--- config.mk ---
export PLATFORM = sky130hd
export DESIGN_NAME = pe_weight_bank_b2_flat
export DESIGN_NICKNAME = d
export VERILOG_FILES = /design/src/rtl/pe_weight_bank_b2_if.sv /design/src/rtl/pe_weight_bank_b2.sv /design/src/flat_wrapper.sv
export SDC_FILE = /design/constraint.sdc
export NUM_CORES = 1
export LEC_CHECK = 0
export BUFFER_PORTS_ARGS = -buffer_cell sky130_fd_sc_hd__buf_2
export CORE_UTILIZATION = 35
export CTS_BUF_LIST = sky130_fd_sc_hd__clkbuf_8
export CTS_CLUSTER_DIAMETER = 60
export DETAILED_ROUTE_END_ITERATION = 16
export GPL_ROUTABILITY_DRIVEN = 0
export HOLD_SLACK_MARGIN = 0.02
export PLACE_DENSITY = 0.53
export SLEW_MARGIN = 20
export SYNTH_ARGS = -nofsm -noshare
export SYNTH_HDL_FRONTEND = slang
export SYNTH_SLANG_ARGS = --single-unit
--- constraint.sdc ---
create_clock -name clk -period 2.25 [get_ports clk]
set_input_delay 0.1125 -clock clk [delete_from_list [all_inputs] [get_ports clk]]
set_output_delay 0.1125 -clock clk [all_outputs]
set_load 0.05 [all_outputs]
--- src/rtl/pe_weight_bank_b2_if.sv ---
// Weight-bank bus: B2 loader side plus PE read port.
// The master drives loader/read requests; the slave is the bank.
interface pe_weight_bank_b2_if;
    logic [6:0]  w_0;
    logic [6:0]  w_1;
    logic [6:0]  w_2;
    logic [6:0]  w_3;
    logic [6:0]  w_4;
    logic [6:0]  w_5;
    logic [6:0]  w_6;
    logic [6:0]  w_7;
    logic [15:0] new_weight_val;
    logic        Weight_Trans_Done;
    logic        rd_en;
    logic [3:0]  rd_ch;
    logic [55:0] rd_data;
    logic        rd_valid;
    logic        bank_ready;
    logic [15:0] cap_mask;
    logic        load_err;

    modport master (
        output w_0, w_1, w_2, w_3,
        output w_4, w_5, w_6, w_7,
        output new_weight_val,
        output Weight_Trans_Done,
        output rd_en, rd_ch,
        input  rd_data, rd_valid,
        input  bank_ready, cap_mask,
        input  load_err
    );

    modport slave (
        input  w_0, w_1, w_2, w_3,
        input  w_4, w_5, w_6, w_7,
        input  new_weight_val,
        input  Weight_Trans_Done,
        input  rd_en, rd_ch,
        output rd_data, rd_valid,
        output bank_ready, cap_mask,
        output load_err
    );
endinterface

--- src/rtl/pe_weight_bank_b2.sv ---
// 16x56b per-channel weight bank captured from thermometer-mask rises.
// Optional protocol checker: define WEIGHT_BANK_CHECK_EN.
module pe_weight_bank_b2 (
    input  logic clk,
    input  logic rst_n,
    pe_weight_bank_b2_if.slave bus
);

    logic [15:0] r_nwv_q;
    logic [15:0] r_cap_mask;
    logic        r_done;
    logic        r_ready;
    logic        r_rd_valid;
    logic [55:0] r_rd_data;
    logic [55:0] r_mem [16];

    logic [15:0] w_rise;
    logic        w_restart;
    logic        w_cap_en;
    logic [3:0]  w_cap_idx;
    logic [55:0] w_wdata;
    logic        w_rd_fire;

    assign w_rise    = bus.new_weight_val & ~r_nwv_q;
    assign w_restart = (bus.new_weight_val == 16'h0)
                    && (r_nwv_q != 16'h0);
    assign w_cap_en  = |w_rise;
    assign w_rd_fire = bus.rd_en && r_ready;
    assign w_wdata   = {bus.w_0, bus.w_1, bus.w_2, bus.w_3,
                        bus.w_4, bus.w_5, bus.w_6, bus.w_7};

    // Lowest set rise bit wins; higher simultaneous rises are dropped.
    always_comb begin
        w_cap_idx = 4'd0;
        for (int k = 15; k >= 0; k--) begin
            if (w_rise[k]) w_cap_idx = 4'(k);
        end
    end

    always_ff @(posedge clk or negedge rst_n) begin
        if (!rst_n) begin
            r_nwv_q    <= 16'h0;
            r_cap_mask <= 16'h0;
            r_done     <= 1'b0;
            r_ready    <= 1'b0;
            r_rd_valid <= 1'b0;
            r_rd_data  <= 56'h0;
            for (int k = 0; k < 16; k++) begin
                r_mem[k] <= 56'h0;
            end
        end else begin
            r_nwv_q <= bus.new_weight_val;
            if (w_cap_en) r_mem[w_cap_idx] <= w_wdata;
            if (w_restart) begin
                r_cap_mask <= 16'h0;
                r_done     <= 1'b0;
                r_ready    <= 1'b0;
            end else begin
                if (w_cap_en) r_cap_mask[w_cap_idx] <= 1'b1;
                if (bus.Weight_Trans_Done) r_done <= 1'b1;
                r_ready <= (r_cap_mask == 16'hFFFF) && r_done;
            end
            // Memory read sees the pre-write entry on a same-edge capture.
            r_rd_valid <= w_rd_fire;
            if (w_rd_fire) r_rd_data <= r_mem[bus.rd_ch];
        end
    end

    assign bus.rd_data    = r_rd_data;
    assign bus.rd_valid   = r_rd_valid;
    assign bus.bank_ready = r_ready;
    assign bus.cap_mask   = r_cap_mask;

`ifdef WEIGHT_BANK_CHECK_EN
    logic r_wtd_q;
    logic r_load_err;
    logic w_multi_rise;
    logic w_not_therm;
    logic w_early_done;

    assign w_multi_rise = (w_rise & (w_rise - 16'h1)) != 16'h0;
    assign w_not_therm  = (bus.new_weight_val
                        & (bus.new_weight_val + 16'h1)) != 16'h0;
    assign w_early_done = bus.Weight_Trans_Done && !r_wtd_q
                       && (r_cap_mask != 16'hFFFF);

    always_ff @(posedge clk or negedge rst_n) begin
        if (!rst_n) begin
            r_wtd_q    <= 1'b0;
            r_load_err <= 1'b0;
        end else begin
            r_wtd_q <= bus.Weight_Trans_Done;
            if (w_multi_rise || w_not_therm || w_early_done)
                r_load_err <= 1'b1;
        end
    end

    assign bus.load_err = r_load_err;
`else
    assign bus.load_err = 1'b0;
`endif

endmodule

--- src/flat_wrapper.sv ---
// flat-port wrapper written by rule: the top's interface ports become plain ports
module pe_weight_bank_b2_flat 
  (clk, rst_n, bus_w_0, bus_w_1, bus_w_2, bus_w_3, bus_w_4, bus_w_5, bus_w_6, bus_w_7, bus_new_weight_val, bus_Weight_Trans_Done, bus_rd_en, bus_rd_ch, bus_rd_data, bus_rd_valid, bus_bank_ready, bus_cap_mask, bus_load_err);
  pe_weight_bank_b2_if bus_i ();
  input  logic clk;
  input  logic rst_n;
  input wire logic [$bits(bus_i.w_0)-1:0] bus_w_0;
  input wire logic [$bits(bus_i.w_1)-1:0] bus_w_1;
  input wire logic [$bits(bus_i.w_2)-1:0] bus_w_2;
  input wire logic [$bits(bus_i.w_3)-1:0] bus_w_3;
  input wire logic [$bits(bus_i.w_4)-1:0] bus_w_4;
  input wire logic [$bits(bus_i.w_5)-1:0] bus_w_5;
  input wire logic [$bits(bus_i.w_6)-1:0] bus_w_6;
  input wire logic [$bits(bus_i.w_7)-1:0] bus_w_7;
  input wire logic [$bits(bus_i.new_weight_val)-1:0] bus_new_weight_val;
  input wire logic [$bits(bus_i.Weight_Trans_Done)-1:0] bus_Weight_Trans_Done;
  input wire logic [$bits(bus_i.rd_en)-1:0] bus_rd_en;
  input wire logic [$bits(bus_i.rd_ch)-1:0] bus_rd_ch;
  output wire logic [$bits(bus_i.rd_data)-1:0] bus_rd_data;
  output wire logic [$bits(bus_i.rd_valid)-1:0] bus_rd_valid;
  output wire logic [$bits(bus_i.bank_ready)-1:0] bus_bank_ready;
  output wire logic [$bits(bus_i.cap_mask)-1:0] bus_cap_mask;
  output wire logic [$bits(bus_i.load_err)-1:0] bus_load_err;
  assign bus_i.w_0 = bus_w_0;
  assign bus_i.w_1 = bus_w_1;
  assign bus_i.w_2 = bus_w_2;
  assign bus_i.w_3 = bus_w_3;
  assign bus_i.w_4 = bus_w_4;
  assign bus_i.w_5 = bus_w_5;
  assign bus_i.w_6 = bus_w_6;
  assign bus_i.w_7 = bus_w_7;
  assign bus_i.new_weight_val = bus_new_weight_val;
  assign bus_i.Weight_Trans_Done = bus_Weight_Trans_Done;
  assign bus_i.rd_en = bus_rd_en;
  assign bus_i.rd_ch = bus_rd_ch;
  assign bus_rd_data = bus_i.rd_data;
  assign bus_rd_valid = bus_i.rd_valid;
  assign bus_bank_ready = bus_i.bank_ready;
  assign bus_cap_mask = bus_i.cap_mask;
  assign bus_load_err = bus_i.load_err;
  pe_weight_bank_b2 u_core (.clk(clk), .rst_n(rst_n), .bus(bus_i));
endmodule
==> results.json <==
{
  "drc": 0,
  "fin_nets": 3379,
  "met2_usage_pct": 34.62,
  "firstDrtPassIters": 6,
  "synth-adder-area-share_pct": 0,
  "cts_buffers": 174,
  "hold_ws_ns": 0.1259,
  "clock_latency_ns": 0.90,
  "use_met1_pct": 26.82,
  "drv_cap": 0,
  "finalCritPeriodShare_pct": 113.3,
  "syn_avg_cell_area_sq_um": 15.47,
  "yosys.area_share.simple_pct": 4.521,
  "layout_commonest_cell": "dfrtp_1",
  "start_util_pct": 35.35,
  "startpoint_type": "flip-flop",
  "die_area_sq_mm": 0.1284,
  "crit_slowest_cell": "dfrtp_1",
  "cp_common_cell": "buf_12",
  "io_pins": 155,
  "top_usage_layer": "met2",
  "syn_inst": 2874,
  "clock_path_buffers": 3,
  "slew_headroom_pct": 36.87,
  "dp_hpwl_um": 75840,
  "place_inst": 4618,
  "fin_util_pct": 44.07,
  "hp-class": "input port to flip-flop",
  "finalHoldViolCount": 0,
  "ys_ff_latch": 987,
  "tightest_slew_ns": 0.9470,
  "finalSetupViolCount": 618,
  "switching_share_pct": 26.78,
  "period_minus_slack_ns": 2.549,
  "crit_required_ns": 3.00,
  "synth_cell_types": 43,
  "cpLargestDelayFamily": "simple AND/OR/NAND/NOR gates",
  "max_freq_mhz": 392.3,
  "grt_usage_pct": 20.57,
  "powerDensity_mw_per_mm2": 912.8,
  "drtIter0Drc": 1913,
  "syn_nets": 2954,
  "cp.arrival_ns": 3.30,
  "h-tree-depth": 4,
  "synthMuxAreaShare_pct": 35.47,
  "rsz0062_at_grt": "yes",
  "synth_top_family_by_area": "multiplexers",
  "combPwrFrac_pct": 19.6,
  "final_cell_mix": "dfrtp_1, mux2_2, mux4_2, nand2_1, clkbuf_8",
  "internal_power_mw": 37.03,
  "failed_checks": "negative setup slack",
  "grtUsageMet3_pct": 3.350,
  "fin_skew_ns": 0.04631,
  "cp-end-kind": "flip-flop",
  "p_clk_share_pct": 33.6,
  "setup-tns-final_ns": -95.84,
  "grt_first_pass_wirelength_um": 198500,
  "ant_nets": 0,
  "cts.reportedPaths.clkPinSlew_ns": 0.06,
  "vias": 27636,
  "crit_buf_inv": 4,
  "ys_seq_area_share_pct": 55.57,
  "slew_violations": 0,
  "fin_cells": 5080,
  "grt_max_degree": 119,
  "wl_per_cell_um": 26.20,
  "power_switching_mw": 13.55,
  "first_global_vias": 30529,
  "critPathKind": "flip-flop to flip-flop",
  "cts_root_buffer": "clkbuf_8",
  "cts.sinks": 987,
  "total_power_mw": 50.58,
  "synth_xor_area_share_pct": 0,
  "post-route-cell-area_sq_mm": 0.05541,
  "grt-ovfl-total": 0,
  "routed_wl_um": 133100,
  "vdd_drop_max_mv": 0.6251,
  "p_seq_share_pct": 46.8,
  "p_leak_nw": 24.74,
  "cp_cell_sequence": "nor2b_1, o211ai_1, nor4b_4, or2_1, buf_12, nor4b_4, buf_4, buf_12, buf_12, mux2_1",
  "routed_via_density": 5.440,
  "place_area_sq_mm": 0.04899,
  "yosys_warnings": 0,
  "die_w_um": 358.4,
  "die_h_um": 358.4,
  "core-area_sq_mm": 0.1257,
  "synth-compound-area-share_pct": 1.506,
  "setup_ws_ns": -0.2991,
  "syn_to_final_growth_pct": 24.66,
  "antenna_found_initial": 7,
  "status": "finished, violations left",
  "drive_gt1_share_pct": 50.16,
  "syn-cell-area_sq_mm": 0.04445,
  "rows": 130,
  "critPathMaxFanout": 14,
  "dp_slack_ns": -0.2766,
  "io_buffers": 153,
  "max_stage_delay_ns": 0.40,
  "cts_tree": "done"
}
==> worst reg2reg max path, cell delays in order, from the launching register on <==
cell and delay, ns:
dfrtp_1 0.40, nor2b_1 0.20, o211ai_1 0.14, nor4b_4 0.15, or2_1 0.26, buf_12 0.16
nor4b_4 0.24, buf_4 0.19, buf_12 0.17, buf_12 0.18, mux2_1 0.34
==> Yosys cell counts (all sizes together) <==
master	n	share of area (%)
mux4	280	14
and3	1	0.014
nand3	58	0.65
a211oi	1	0.017
nand4	62	0.87
mux2	840	21
nor3	6	0.12
dfrtp	987	56
nor4b	4	0.21
o21a	17	0.29
nand4b	1	0.034
a21oi	1	0.011
clkbuf	156	1.3
nor2	8	0.073
o211ai	58	0.98
a31oi	1	0.014
buf	112	1.6
a221oi	1	0.034
and4b	1	0.023
a2111oi	1	0.062
nor3b	2	0.045
conb	1	0.0084
o21ai	3	0.034
inv	3	0.025
nor4	10	0.15
or2	1	0.014
a21o	1	0.017
nor2b	11	0.17
nand2	233	2.0
a41o	1	0.023
o31ai	1	0.028
nand2b	11	0.15
==> worst paths after layout <==
path | to | cells past startpoint | startpoint | slack [ns]
max | u_core.r_mem[107]$_DFFE_PN0P_ | 10 | u_core.r_nwv_q[14]$_DFF_PN0_ | -0.30
min | u_core.bus.rd_data[55]$_DFFE_PN0P_ | 5 | bus_rd_ch[0] | 0.13
min reg2reg | u_core.r_mem[891]$_DFFE_PN0P_ | 2 | u_core.r_mem[891]$_DFFE_PN0P_ | 0.47
max reg2reg | u_core.r_mem[107]$_DFFE_PN0P_ | 10 | u_core.r_nwv_q[14]$_DFF_PN0_ | -0.30
max in group asynchronous | u_core.r_mem[610]$_DFFE_PN0P_ | 4 | rst_n | 1.05
min in group asynchronous | u_core.r_mem[561]$_DFFE_PN0P_ | 4 | rst_n | 0.51
==> layout make-up <==
class / count / area [sq um]
Multi-Input combinational cell: 1616 / 19220
Antenna cell: 3 / 7.507
Timing Repair Buffer: 517 / 5822
Clock inverter: 79 / 488.0
Inverter: 3 / 12.51
Tap cell: 1650 / 2064
Clock buffer: 225 / 3097
Fill cell: 11095 / 70330
Sequential cell: 987 / 24700
==> registers in the layout, indices dropped and copies added, names as in the netlist <==
signal,cells
u_core.bus.rd_data,56
u_core.bus.bank_ready,1
u_core.bus.rd_valid,1
u_core.r_mem,896
u_core.bus.cap_mask,16
u_core.r_done,1
u_core.r_nwv_q,16
==> logic make-up after synthesis <==
kind of cell | Yosys count
flops | 987
buf+inv | 271
compound gates | 86
mux | 1120
simple gates | 409
other cells | 1
==> routing by layer <==
layer	routed length (um)	part of all wire [%]	up-vias
li1	-	-	11520
met1	57230	43	15135
met2	66480	50	752
met3	5711	4.3	225
met4	3654	2.7	4
met5	23	0.017	-
==> power by group through the flow <==
stage               Clock, mW  Combinational, mW  Sequential [mW]
global route             18.3               10.6             24.1
CTS                      17.5               9.68             23.6
floorplan                   0               6.34             23.3
detailed placement          0               9.20             23.9
global placement            0               8.85             23.5
finish                   17.0               9.92             23.7
==> timing repair <==
item | in CTS | in global routing
setup endpoints to repair | 575 | 624
buffers inserted | 14 | 15
pin swaps | 7 | 9
endpoints found under the hold margin | 1948 | 0
cloned | 8 | 21
resized for setup | 85 | 125
hold buffers | 97 | 0
Power figures use the tool's default switching activity.
